### config.mk
export PLATFORM = sky130hd
export DESIGN_NAME = display_scan_controller
export DESIGN_NICKNAME = d
export VERILOG_FILES = /design/src/rtl/display_scan_controller.sv
export SDC_FILE = /design/constraint.sdc
export NUM_CORES = 1
export LEC_CHECK = 0
export ABC_AREA = 1
export CAP_MARGIN = 20
export CORE_MARGIN = 3
export CORE_UTILIZATION = 45
export CTS_BUF_LIST = sky130_fd_sc_hd__clkbuf_8
export CTS_CLUSTER_SIZE = 30
export DETAILED_ROUTE_END_ITERATION = 8
export DONT_BUFFER_PORTS = 1
export PLACE_DENSITY = 0.73
export SLEW_MARGIN = 20
export SYNTH_ARGS = -nofsm -noshare
export SYNTH_HDL_FRONTEND = slang
export SYNTH_SLANG_ARGS = --single-unit
### constraint.sdc
create_clock -name frecuenciaReloj -period 1.43 [get_ports frecuenciaReloj]
set_clock_uncertainty 0.05 [all_clocks]
set_input_delay 0.286 -clock frecuenciaReloj [delete_from_list [all_inputs] [get_ports frecuenciaReloj]]
set_output_delay 0.286 -clock frecuenciaReloj [all_outputs]
set_load 0.01 [all_outputs]
### src/rtl/display_scan_controller.sv
// display_scan_controller
// Multiplexed scan sequencer for four common-anode seven-segment digits.
// Each digit slot opens with an all-off dead-time to suppress ghosting, then
// lights the selected anode for a brightness-dependent share of the slot,
// then stays off for the remainder. A double-buffered value register is loaded
// through a valid/ready handshake. The new value is committed only at the end
// of a full frame, so one frame never mixes old and new digits.
// Optional build macro: LEADING_ZERO_BLANK_EN (auto-blank leading zero digits).
module display_scan_controller #(
    parameter int TICKS_PER_DIGIT = 12500,
    parameter int BLANK_TICKS     = 16,
    parameter int CNT_W           = 14
) (
    input  logic        frecuenciaReloj,
    input  logic        reset_n,
    input  logic [15:0] valor,
    input  logic        cargar,
    output logic        listo,
    input  logic [3:0]  mascara,
    input  logic [3:0]  brillo,
    output logic [3:0]  anodos,
    output logic [3:0]  digito,
    output logic [1:0]  selector,
    output logic        finDeBarrido
);

    typedef enum logic [1:0] {
        ST_BLANK,
        ST_ON,
        ST_OFF
    } state_t;

    localparam int              ACTIVE_TICKS = TICKS_PER_DIGIT - BLANK_TICKS;
    localparam int              PROD_W       = CNT_W + 5;
    localparam logic [CNT_W-1:0] LAST_CNT    = CNT_W'(TICKS_PER_DIGIT - 1);
    localparam logic [CNT_W-1:0] BLANK_LAST  = CNT_W'(BLANK_TICKS - 1);

    state_t             state;
    state_t             state_next;
    logic [CNT_W-1:0]   cnt;
    logic               slot_start;
    logic               slot_end;
    logic [CNT_W-1:0]   on_last_q;
    logic [3:0]         mask_q;
    logic [15:0]        display_reg;
    logic [15:0]        pending_reg;
    logic               transfer;
    logic               commit;

    logic [PROD_W-1:0]  on_product;
    logic [PROD_W-1:0]  on_last_wide;
    logic [CNT_W-1:0]   on_last;
    logic [3:0]         auto_en;
    logic [15:0]        digit_src;
    logic [1:0]         next_sel;
    logic [3:0]         next_digit;

    assign slot_start   = (cnt == '0);
    assign slot_end     = (cnt == LAST_CNT);
    assign finDeBarrido = (selector == 2'd3) && slot_end;
    assign transfer     = cargar && listo;
    assign commit       = finDeBarrido && !listo;

    // Lit time scales with brillo+1 in sixteenths of the post-dead-time window;
    // the product is formed at full width before the shift so nothing truncates.
    // on_last is the slot cycle index of the final lit cycle.
    assign on_product   = PROD_W'(ACTIVE_TICKS) * PROD_W'({1'b0, brillo} + 5'd1);
    assign on_last_wide = (on_product >> 4) + PROD_W'(BLANK_TICKS - 1);
    assign on_last      = CNT_W'(on_last_wide);

`ifdef LEADING_ZERO_BLANK_EN
    // A digit is shown only if it or some higher digit is nonzero. Digit 0 always shows.
    assign auto_en = {|display_reg[15:12], |display_reg[15:8], |display_reg[15:4], 1'b1};
`else
    assign auto_en = 4'hF;
`endif

    // The next slot's digit comes from the value committed at this very edge, so
    // slot 0 of the new frame already shows a freshly loaded value.
    assign digit_src  = commit ? pending_reg : display_reg;
    assign next_sel   = selector + 2'd1;
    assign next_digit = 4'(digit_src >> {next_sel, 2'b00});

    // Slot counter, digit selector and the digit nibble all advance together at slot wrap.
    always_ff @(posedge frecuenciaReloj or negedge reset_n) begin
        if (!reset_n) begin
            cnt      <= '0;
            selector <= 2'd0;
            digito   <= 4'd0;
        end else if (slot_end) begin
            // NOTE: clocked state uses non-blocking assignments so every register
            // samples pre-edge values and the evaluation order of blocks doesn't matter.
            cnt      <= '0;
            selector <= next_sel;
            digito   <= next_digit;
        end else begin
            cnt      <= cnt + 1'b1;
        end
    end

    // Brightness and enables are frozen for the whole slot at its first cycle.
    always_ff @(posedge frecuenciaReloj or negedge reset_n) begin
        if (!reset_n) begin
            on_last_q <= '0;
            mask_q    <= 4'd0;
        end else if (slot_start) begin
            on_last_q <= on_last;
            mask_q    <= mascara & auto_en;
        end
    end

    // Double-buffer handshake: capture into pending, commit to display at frame end.
    always_ff @(posedge frecuenciaReloj or negedge reset_n) begin
        if (!reset_n) begin
            pending_reg <= 16'd0;
            display_reg <= 16'd0;
            listo       <= 1'b1;
        end else if (transfer) begin
            pending_reg <= valor;
            listo       <= 1'b0;
        end else if (commit) begin
            display_reg <= pending_reg;
            listo       <= 1'b1;
        end
    end

    // Slot phase state register.
    always_ff @(posedge frecuenciaReloj or negedge reset_n) begin
        if (!reset_n) begin
            state <= ST_BLANK;
        end else begin
            state <= state_next;
        end
    end

    // Phase sequencing BLANK -> ON -> OFF and anode drive for the current phase.
    always_comb begin
        // NOTE: every output of this block gets a default first so that no path
        // leaves a variable unassigned, which would infer a latch.
        state_next = state;
        anodos     = 4'b1111;
        unique case (state)
            ST_BLANK: begin
                if (cnt == BLANK_LAST) begin
                    state_next = ST_ON;
                end
            end
            ST_ON: begin
                if (mask_q[selector]) begin
                    anodos[selector] = 1'b0;
                end
                if (slot_end) begin
                    state_next = ST_BLANK;
                end else if (cnt == on_last_q) begin
                    state_next = ST_OFF;
                end
            end
            ST_OFF: begin
                if (slot_end) begin
                    state_next = ST_BLANK;
                end
            end
            default: begin
                state_next = ST_BLANK;
            end
        endcase
    end

endmodule

# Word-level counts from Yosys, hierarchy flattened
# Index checks and enable logic that the tools add are counted.
# Widths: inputs -> output; s select.
totals:
  register_bits: 73
  latch_bits: 0
  ram_bits: 0
  romBits: 0
  word_cells: 51
  mem_count: 0
classes:
  addsub: 4
  multipliers: 1
  div_mod_pow: 0
  order_cmp: 2
  n_eq_ne: 9
  shifts: 1
  n_mux: 15
  bitwise_logic: 1
  reduce_logical: 9
ops:
  columns: ["cell", "count"]
  rows:
  - ["$mul 12x5->16 const A", 1]
  - ["$mux 16", 1]
  - ["$shr 16x4->4", 1]
  - ["$add 14x1->14 const B", 1]
  - ["$add 14x4->14 const B", 1]
  - ["$eq 14x14->1", 1]
  - ["$eq 14x14->1 const B", 1]
  - ["$eq 14x4->1 const B", 1]
  - ["$logic_not 14->1", 1]
  - ["$mux 14", 1]
  - ["$mux 2", 4]
  - ["$mux 4", 2]
  - ["$pmux 2 s3", 1]
  - ["$add 4x1->5 const B", 1]
  - ["$eq 2x2->1 const B", 2]
  - ["$logic_and 1x1->1", 4]
  - ["$mux 1", 4]
  - ["$ne 2x2->1 const B", 2]
  - ["$not 4->4", 1]
  - ["$lt 2x3->1 const B", 1]
  - ["$ne 3x3->1 const B", 1]
  - ["$reduce_and 3->1", 1]
  - ["$add 2x1->2 const B", 1]
  - ["$bmux 1 s2", 1]
  - ["6 further kinds", 6]

# Depth between registers and ports, before layout
depth:
  depth_word: 7
  ltp_mapped: 20
  ltp_nobuf: 20

# Least setup slack after synthesis
# OpenSTA, ideal clock, no wires.
synth_path:
  path_type: "input to register"
  startpoint: "input brillo[0]"
  endpoint: "register on_last_q[12]"
  t_arrival_ns: 2.568
  required_ns: 1.262
  path_slack_ns: -1.306
  cell_stages: 14
  path_buffers: 1
  cell_sequence: "ha_1 -> xor2_1 -> ha_1 -> ha_1 -> clkbuf_8 -> xor2_4 -> ha_1 -> inv_1 -> nor2_1 -> nand3_1 -> nor3_2 -> nand3_1 -> nand3_1 -> nand2_1"
synth_between:
  elab_chain_cells: 3
synth_rtl:
  columns: ["element", "line", "text"]
  rows:
  - ["from (decl)", "20", "input logic [3:0] brillo,"]
  - ["$add 4x1->5", "67", "assign on_product = PROD_W'(ACTIVE_TICKS) * PROD_W'({1'b0, brillo} + 5'd1);"]
  - ["$mul 12x5->16", "67", null]
  - ["$add 14x4->14", "68", "assign on_last_wide = (on_product >> 4) + PROD_W'(BLANK_TICKS - 1);"]
  - ["to (signal assigned)", "107", "on_last_q <= on_last;"]
  - ["to (decl)", "43", "logic [CNT_W-1:0] on_last_q;"]
# Every way passes these cells.
# A chain may end at the register's enable or synchronous reset.

# Worst setup path in the final report
layout_path:
  startpoint: "input brillo[1]"
  endpoint: "register on_last_q[11]"
# The elaborated chain is that of the path after synthesis.

==> summary.md <==
| Metric | Value |
|---|---|
| Unique cell type count in the Yosys netlist | 43 |
| Max-Cap Viols | 0 |
| HPWL Detailed | 8270 um |
| Clock power frac | 0.341 |
| CP Data Required Time | 1680 ps |
| Top_reg_cell synth | dfrtp_1 |
| Fin. max-slew vios | 0 |
| P per Cell Area | 739 nW/um2 |
| Yosys top cell area share | 0.413 |
| Highest Clock Rate | 0.441 GHz |
| Commonest non-fill, non-tap cell in the layout | buf_4 |
| Initial antenna violation count | 0 |
| Sequential power share | 0.413 |
| IO Pins | 39 |
| Sw Ratio | 0.313 |
| Drt pass-1 iters | 7 |
| Run status | finished, violations left |
| Seq/Total Area, Yosys | 0.419 |
| Fin. Hold Viols | 73 |
| Least-Margin Pin Slew | 406 ps |
| Placed Cells incl. Taps | 767 |
| Synthesized flop and latch total | 73 |
| Share of layout cells above drive strength 1 | 0.584 |
| Layout area overhead | 70.2% |
| Clk Latency, worst-skew pair | 370 ps |
| Reg clk slew, reported paths | 100 ps |
| Syn Inst Count | 537 |
| WL final | 17,800 um |
| CP Max Fanout | 5 |
| Hold buffers post-CTS | 4 |
| WP data arrival | 2520 ps |
| IO Port Bufs | 0 |
| Yosys top cell by area | dfrtp_1 |
| Slowest cell delay on critical path | 300 ps |
| First-pass GRT wire length | 24,300 um |
| GR Overflow Total | 0 |
| Die height | 104 um |
| RR Startpoint | cnt[3]$_DFF_PN0_ |
| Final worst slack | -835 ps |
| Largest net degree at the start of global routing | 74 |
| Nets | 747 |
| Endpoints failing setup | 62 |
| Startpoint types | input port |
| Setup TNS | -24,360 ps |
| Hold WS | -462 ps |
| Vias in the first global route | 4,886 |
| Most frequent cells in the layout | buf_4, dfrtp_1, nand2_1 |
| Pre-CTS WS | -1060 ps |
| Maximum buffer depth of the clock tree | 2 |
| Core Region | 9330 um2 |
| Placement Rows | 35 |
| Warning count from the yosys run | 0 |
| Antenna cells | 0 |
| Logic pwr share | 0.246 |
| Worst R2R End | digito[1]$_DFFE_PN0N_ |
| Unrepaired setup endpoints after global routing | true |
| Total GRT Usage | 0.280 |
| Worst VDD drop | 0.000754 V |
| Syn Nets | 589 |
| Total clock sinks | 73 |
| Worst Reg-to-Reg Cells | 11 |
| DR iter-0 viols | 384 |
| Via count | 4,837 |
| CP Capture Type | flip-flop |
| Total power | 5.49 mW |
| TritonCTS buffer count | 9 |
| Fin crit share | 1.58 |
| Final core occ | 0.795 |
| Drt drc | 0 |
| Slowest CP cell | ha_4 |
| Die area | 10,900 um2 |
| Non-Filler Instances | 829 |
| Hold Crit Class | in -> async |
| Initial Util | 0.467 |
| Via/cell ratio | 5.83 |
| WL/cell | 21.4 um |
| Max-Slew Margin vs Limit | 0.727 |
| Gp weighted congestion | 0.891 |
| Root Buffer | clkbuf_8 |
| Die Wd | 104 um |
| Mean post-synth cell area | 8.12 um2 |
| Post-Syn Area | 4360 um2 |
| CP dominant cell by count | ha_4 |
| TritonCTS clock tree | done |
| Post-synthesis async set-or-reset flop share | 1.00 |
| Failing checks | hold timing, setup timing |
| Crit path time final | 2270 ps |
| Post-synth EDFFs | 0 |
| Crit path kind | in -> reg |
| Leakage | 3.69 nW |
| NetSw | 1.72 mW |
| Top post-synthesis cells by area | dfrtp_1, nand2_1, ha_1 |
| FILL cells | 437 |
| Crit path buffers/inverters | 3 |
| R2r setup slk | -670 ps |
| H-tree Lvls | 3 |
| Internal | 3.77 mW |
| ANT nets after route | 0 |
| Worst path cell trace | ha_4 > xor2_4 > ha_4 > ha_4 > buf_6 > buf_4 > nand2_1 > inv_2 > nand2_4 > nand3_4 > nand3_2 > nor2_4 > nand2_2 > nand2_1 > nand3_2 > nand2_2 |
| Critical path's top delay family | simple AND/OR/NAND/NOR gates |
## worst max path at each step
stage	startpoint	end	cells after the start
4_1_cts	brillo[1]	on_last_q[11]$_DFFE_PN0N_	17
3_3_place_gp	brillo[0]	on_last_q[12]$_DFFE_PN0N_	18
6_report	brillo[1]	on_last_q[11]$_DFFE_PN0N_	16
5_1_grt	brillo[1]	on_last_q[11]$_DFFE_PN0N_	16
3_5_place_dp	brillo[0]	on_last_q[12]$_DFFE_PN0N_	18
2_1_floorplan	brillo[2]	on_last_q[12]$_DFFE_PN0N_	16
## worst register-to-register path: cells and delay by family (launching register included)
kind,cells,cell delay [ps]
simple gates,7,900
flops,1,420
buf+inv,3,400
compound gates,1,220
## kinds of logic (layout without fill, tap and decap cells)
kind of cell               count (synthesis)  after routing  synth area share
and+or+nand+nor                          289            289             0.304
buffers and inverters                     77            240            0.0760
DFF                                       73             73             0.419
AOI/OAI and AO/OA                         43             43            0.0554
adders and majority gates                 25             25            0.0717
xor gates and xnor gates                  17             17            0.0402
muxes                                     13             13            0.0336
## area by class of cell
type / instances / area (um2) / area share
Timing Repair Buffer: 156 / 1570 / 0.211
Clock inverter: 7 / 95.1 / 0.0128
Timing Repair inverter: 1 / 16.3 / 0.00219
Clock buffer: 9 / 124 / 0.0167
Inverter: 67 / 312 / 0.0420
Sequential cell: 73 / 1830 / 0.247
Tap cell: 129 / 161 / 0.0218
Multi-Input combinational cell: 387 / 3310 / 0.447
## per-stage QoR
step	hold WS, ps	cell area [um2]
2_1_floorplan	-59.6	4640
3_3_place_gp	-58.3	5590
3_5_place_dp	-58.5	5590
4_1_cts	-448	6740
5_1_grt	-473	7420
6_report	-462	7420
## routing by layer
layer / track usage / wire length (um)
met5: 0 / 0
met4: 0.143 / 1240
met3: 0.0534 / 1340
met2: 0.492 / 9030
met1: 0.323 / 6160
## synth_stat cells, types with 2 or more instances
cell	count
nor4_1	3
nor2_4	2
o21bai_1	2
nand4_1	12
o21ai_1	2
a21oi_1	12
xor2_1	6
and3_1	2
nand3_2	3
xnor2_1	9
nor2_1	51
nand2_1	144
o211ai_1	3
buf_6	4
o22ai_1	3
nor3_1	7
inv_1	61
clkbuf_1	4
dfrtp_1	72
nor2_2	4
mux2_2	13
nand3_1	46
nor3_2	3
nor3b_1	2
o21ai_0	17
inv_2	4
ha_1	25
nand2_2	6
## what timing repair did
| item | 4_1_cts | 5_1_grt |
|---|---|---|
| pin swaps | 61 | 62 |
| endpoints found under the setup margin | 56 | 60 |
| setup buffers | 30 | 26 |
| gates cloned | 7 | 0 |
| hold endpoints to repair | 77 | 73 |
| gates resized for setup | 166 | 153 |
## power groups by stage
stage                     clock network, mW  logic (mW)  registers (mW)
final                                  1.87        1.35            2.27
after global routing                   1.94        1.43            2.27
after CTS                              1.82        1.07            2.24
after detailed placement                  0       0.963            2.27
after global placement                    0       0.934            2.27
after floorplan                           0       0.653            2.25
No activity file was read; power rests on OpenSTA's default activity.
==> variant 1 (config.mk and constraints unchanged) <==
`CNT_W`: 14 -> 16.
--- a/src/rtl/display_scan_controller.sv
+++ b/src/rtl/display_scan_controller.sv
@@ -10,5 +10,5 @@
     parameter int TICKS_PER_DIGIT = 12500,
     parameter int BLANK_TICKS     = 16,
-    parameter int CNT_W           = 14
+    parameter int CNT_W           = 16
 ) (
     input  logic        frecuenciaReloj,
Function: no difference found for any inputs over 10 cycles, from zero or initial values and one cycle with reset_n low; that may be too few to reach the edited logic, so the function may still have changed.
==> variant 1 against the original RTL <==
  * The flow still finishes with violations (negative hold slack, negative setup slack)
  * Setup slack gained 76 ps
  * Synthesized cell count up 12%
  * Critical path depth is 2 higher
  * Sequential cell count rose by 4
  * Hold slack gained 18 ps
  * Wire length is 2.0% higher
  * Combinational power is 10% higher
  * Area after synthesis grew 9.7%
  * Total power up 1.6%
  * Fmax up 3.5%
  * Cell area up 4.0%
  * Largest cell class unchanged
==> variant 1: results (changes against the original RTL) <==
- Outcome: finished with violations (unchanged)
- Failing checks: negative hold slack, negative setup slack (unchanged)
- Worst-path clk slew: 100 ps (about the same)
- Hold Vio Cnt, Final: 77 (was 73)
- Sequential area share after synthesis: 40.32% (was 41.92%)
- Placed Instances: 842 (was 767)
- Tot GR Track Use: 24.76% (was 28.00%)
- Drt pass-1 iters: 8 (was 7)
- Slowest-stage cell, CP: ha_4 (unchanged)
- Initial antenna violation count: 0 (unchanged)
- Leakage Power: 3.741 nW (was 3.689 nW)
- Setup violators final: 65 (was 62)
- Largest net degree at the start of global routing: 78 (was 74)
- Worst hold slack: -444.3 ps (was -462.1 ps)
- Worst Path Arrival: 2360 ps (was 2520 ps)
- Yosys cell types: 35 (was 43)
- Port bufs: 0 (unchanged)
- Vias: 5291 (was 4837)
- Top post-synthesis cells by count: nand2_1, dfrtp_1, nand3_1, inv_1, nor2_1 (was nand2_1, dfrtp_1, inv_1, nor2_1, nand3_1)
- Post-CTS Hold Buffers: 5 (was 4)
- GP Congestion: 0.9337 (was 0.8912)
- Mapped Avg Cell Area: 7.917 um2 (was 8.120 um2)
- Top post-synthesis cells by area: dfrtp_1, nand2_1, nand3_1 (was dfrtp_1, nand2_1, ha_1)
- Final worst setup slack: -759.5 ps (was -835.3 ps)
- Global-route wire length before repair: 23340 um (was 24270 um)
- Slew margin rel.: 74.92% (was 72.68%)
- Proportion of layout cells with a drive suffix above 1: 58.21% (was 58.43%)
- Fin cells: 909 (was 829)
- DP HPWL: 9148 um (was 8270 um)
- CP max FO: 6 (was 5)
- Clock buffer depth: 2 (unchanged)
- Total Nets Final: 820 (was 747)
- Routed len/inst: 19.93 um (was 21.44 um)
- Area after DPL: 6028 um2 (was 5588 um2)
- Syn nets: 656 (was 589)
- Setup TNS: -29550 ps (was -24360 ps)
- Setup slack at placement: -1137 ps (was -1062 ps)
- Root Driver: clkbuf_8 (unchanged)
- VDD IR-drop max: 0.5098 mV (was 0.7542 mV)
- CTS Buf Count: 9 (unchanged)
- YS warnings: 0 (unchanged)
- Worst-Skew Late Latency: 360 ps
- Vias in the first global route: 4996 (was 4886)
- Diodes inserted: 0 (unchanged)
- DRT iter0 DRCs: 423 (was 384)
[variant 1: changes by cell type after synthesis, sizes merged, moves of 4 or more]
cell / unedited run / this run
xor2: 8 / 17
buf: 5 / 10
inv: 65 / 70
nor2: 57 / 45
nand3: 50 / 70
dfrtp: 72 / 76
nand4: 13 / 26
nand2: 151 / 177
[variant 1: what timing repair did]
item	4_1_cts	5_1_grt
pin swaps	61	84
gates resized for setup	148	144
setup buffers	27	31
endpoints found under the hold margin	82	77
setup endpoints to repair	64	65
cloned	3	1
[variant 1: final cells by class]
| cell class | instances | area, um2 |
|---|---|---|
| clock inverter | 7 | 65.06 |
| inverter | 71 | 299.0 |
| clock buffer | 9 | 123.9 |
| tap | 136 | 170.2 |
| sequential | 77 | 1929 |
| multi-input combinational | 442 | 3690 |
| fill | 589 | 2606 |
| timing repair buffer | 167 | 1440 |
[variant 1: power breakdown]
group          switching, mW  total [mW]  internal, mW
combinational          0.778        1.49         0.709
sequential             0.128        2.45          2.33
clock                  0.960        1.63         0.673
[variant 1: per-layer routing]
layer,vias to the layer above,track usage [%],routed length [um]
met4,0,10.91,1355
met3,123,3.256,985
li1,2313,-,-
met2,299,45.18,9501
met1,2556,28.76,6276
met5,-,0,0
[variant 1: kinds of logic after synthesis]
kind of cell	synth area share [%]
DFF	40.32
adders and majority gates	6.541
and+or+nand+nor	32.18
AOI/OAI and AO/OA	4.213
buffers and inverters	8.582
xor gates and xnor gates	4.396
muxes	3.768
[variant 1: final timing paths]
check | startpoint | to | slack, ps | cells after the start
hold reg to reg | display_reg[7] | display_reg[7] | 440 | 2
setup reg to reg | cnt[1] | digito[0] | -730 | 13
hold / removal | reset_n | cnt[13] | -440 | 0
setup / recovery | brillo[0] | on_last_q[14] | -760 | 18
max in group asynchronous | reset_n | listo | 1580 | 0
min in group frecuenciaReloj | valor[5] | pending_reg[5] | 20 | 1
==> variant 2 (same flow settings) <==
Without the edit above. Reset style: synchronous (`reset_n`), changed in 4 clocked blocks.
--- a/src/rtl/display_scan_controller.sv
+++ b/src/rtl/display_scan_controller.sv
@@ -83,5 +83,5 @@
 
     // Slot counter, digit selector and the digit nibble all advance together at slot wrap.
-    always_ff @(posedge frecuenciaReloj or negedge reset_n) begin
+    always_ff @(posedge frecuenciaReloj) begin
         if (!reset_n) begin
             cnt      <= '0;
@@ -100,5 +100,5 @@
 
     // Brightness and enables are frozen for the whole slot at its first cycle.
-    always_ff @(posedge frecuenciaReloj or negedge reset_n) begin
+    always_ff @(posedge frecuenciaReloj) begin
         if (!reset_n) begin
             on_last_q <= '0;
@@ -111,5 +111,5 @@
 
     // Double-buffer handshake: capture into pending, commit to display at frame end.
-    always_ff @(posedge frecuenciaReloj or negedge reset_n) begin
+    always_ff @(posedge frecuenciaReloj) begin
         if (!reset_n) begin
             pending_reg <= 16'd0;
@@ -126,5 +126,5 @@
 
     // Slot phase state register.
-    always_ff @(posedge frecuenciaReloj or negedge reset_n) begin
+    always_ff @(posedge frecuenciaReloj) begin
         if (!reset_n) begin
             state <= ST_BLANK;
Check against the original RTL: differs if reset_n is asserted again (counterexample within 4 cycles, from zero or initial values and one cycle with reset_n low); with reset_n held inactive, the same outputs for 10 cycles.
==> variant 2 against the original RTL <==
  * The flow still finishes with violations (negative hold slack, negative setup slack)
  * Sequential share of layout area shrank 4.2 points
  * Register-to-register slack gained 40 ps
  * Wire length grew 16%
  * Cell area shrank 2.7%
  * Core utilization grew 1.7 points
  * Total power grew 11%
  * Setup slack gained 8.0 ps
  * Sequential cell count is the same
  * Area after synthesis shrank 3.6%
==> variant 2: results (changes against the original RTL) <==
- Outcome: finished with violations (unchanged)
- Failing checks: negative hold slack, negative setup slack (unchanged)
- FF-to-FF setup slack: -630 ps (was -670 ps)
- Worst Hold Class: primary input to flop (was primary input to async pin)
- Yosys cell types: 34 (was 43)
- Hold Vio Cnt, Final: 1 (was 73)
- Total Nets Final: 817 (was 747)
- Worst-path clk slew: 90 ps
- Syn nets: 679 (was 589)
- Final worst setup slack: -827.4 ps (was -835.3 ps)
- Setup violators final: 62 (unchanged)
- DRT iter0 DRCs: 699 (was 384)
- Ys async rst share: 0% (was 100.0%)
- R2R cell count: 12 (was 11)
- Sequential area share after synthesis: 34.78% (was 41.92%)
- Area after DPL: 5306 um2 (was 5588 um2)
- Top post-synthesis cells by count: nand2_1, nor2_1, dfxtp_1, inv_1, nand3_1 (was nand2_1, dfrtp_1, inv_1, nor2_1, nand3_1)
- GP Congestion: 0.9243 (was 0.8912)
- Routed len/inst: 23.56 um (was 21.44 um)
- Vias in the first global route: 4975 (was 4886)
- Initial antenna violation count: 0 (unchanged)
- DP HPWL: 8335 um (was 8270 um)
- Largest net degree at the start of global routing: 29 (was 74)
- Worst hold slack: -11.61 ps (was -462.1 ps)
- P per Cell Area: 841.4 nW/um2 (was 739.3 nW/um2)
- Max incr delay on CP: 270 ps (was 300 ps)
- Worst Path Arrival: 2490 ps (was 2520 ps)
- Proportion of layout cells with a drive suffix above 1: 55.84% (was 58.43%)
- Diodes inserted: 0 (unchanged)
- VDD IR-drop max: 0.7143 mV (was 0.7542 mV)
- Worst-Skew Late Latency: 370 ps (about the same)
- Setup TNS: -27060 ps (was -24360 ps)
- Synth top area share: 34.78% (was 41.32%)
- Tot GR Track Use: 29.78% (was 28.00%)
- Drt pass-1 iters: 8 (was 7)
- CP max FO: 7 (was 5)
- Global-route wire length before repair: 24630 um (was 24270 um)
- Worst slew pin tran: 910.9 ps (was 406.1 ps)
- Top post-synthesis cells by area: dfxtp_1, nand2_1, nor2_1 (was dfrtp_1, nand2_1, ha_1)
- DR vias/cell: 6.352 (was 5.835)
- Slowest-stage cell, CP: ha_4 (unchanged)
- # fillers: 417 (was 437)
- Root Driver: clkbuf_8 (unchanged)
- H-tree levels: 3 (unchanged)
- Leakage Power: 3.208 nW (was 3.689 nW)
## variant 2: layout make-up
class	count	area share, %
Clock buffer	9	1.716
Clock inverter	7	1.161
Inverter	77	4.835
Multi-Input combinational cell	459	50.80
Sequential cell	73	20.50
Tap cell	108	1.872
Timing Repair Buffer	145	19.12
## variant 2: metrics by stage
step | hold slack, ps | cells | setup slack (ps)
floorplan | 387.9 | 627 | -908.2
CTS | 0.6120 | 857 | -540.2
finish | -11.61 | 878 | -827.4
global route | -0.09986 | 878 | -890.0
global placement | 343.7 | 810 | -986.3
detailed placement | 347.3 | 810 | -1017
## variant 2: logic make-up (layout without fill, tap and decap cells)
kind of cell,Yosys count,after routing,synth area share (%)
AND/OR/NAND/NOR,337,339,35.44
buffers and inverters,97,238,9.589
AO/OA/AOI/OAI,86,86,10.87
flip-flops,73,73,34.78
adder cells (fa/ha/maj),25,25,7.445
XOR/XNOR,9,9,1.876
## variant 2: critical path: cells and delay by family
| kind | cells | cell delay [ps] |
|---|---|---|
| and+or+nand+nor | 10 | 960 |
| buffers and inverters | 4 | 240 |
| AOI/OAI and AO/OA | 1 | 110 |
| adders and majority gates | 5 | 900 |
## variant 2: per-layer routing
| metal | part of all wire, % | track usage, % |
|---|---|---|
| met5 | 0 | 0 |
| met4 | 8.6 | 13.02 |
| met3 | 11 | 6.631 |
| met2 | 45 | 48.96 |
| met1 | 36 | 37.45 |
## variant 2: path summary, 6_finish.rpt
kind | startpoint | end
worst min register to register | display_reg[11] | display_reg[11]
worst max-delay path | brillo[0] | on_last_q[11]
worst max register to register | cnt[0] | digito[2]
worst min-delay path | reset_n | mask_q[1]
## variant 2: what timing repair did
| action | 4_1_cts | 5_1_grt |
|---|---|---|
| pin swaps | 61 | 82 |
| cloned | 6 | 1 |
| buffers inserted | 25 | 28 |
| hold buffers | 1 | 1 |
| setup endpoints to repair | 61 | 71 |
| endpoints found under the hold margin | 15 | 4 |
| gates resized for setup | 188 | 149 |
## variant 2: power by group
group	switching, mW	internal (mW)
Sequential	0.129	2.15
Combinational	1.13	0.885
Clock	0.930	0.843
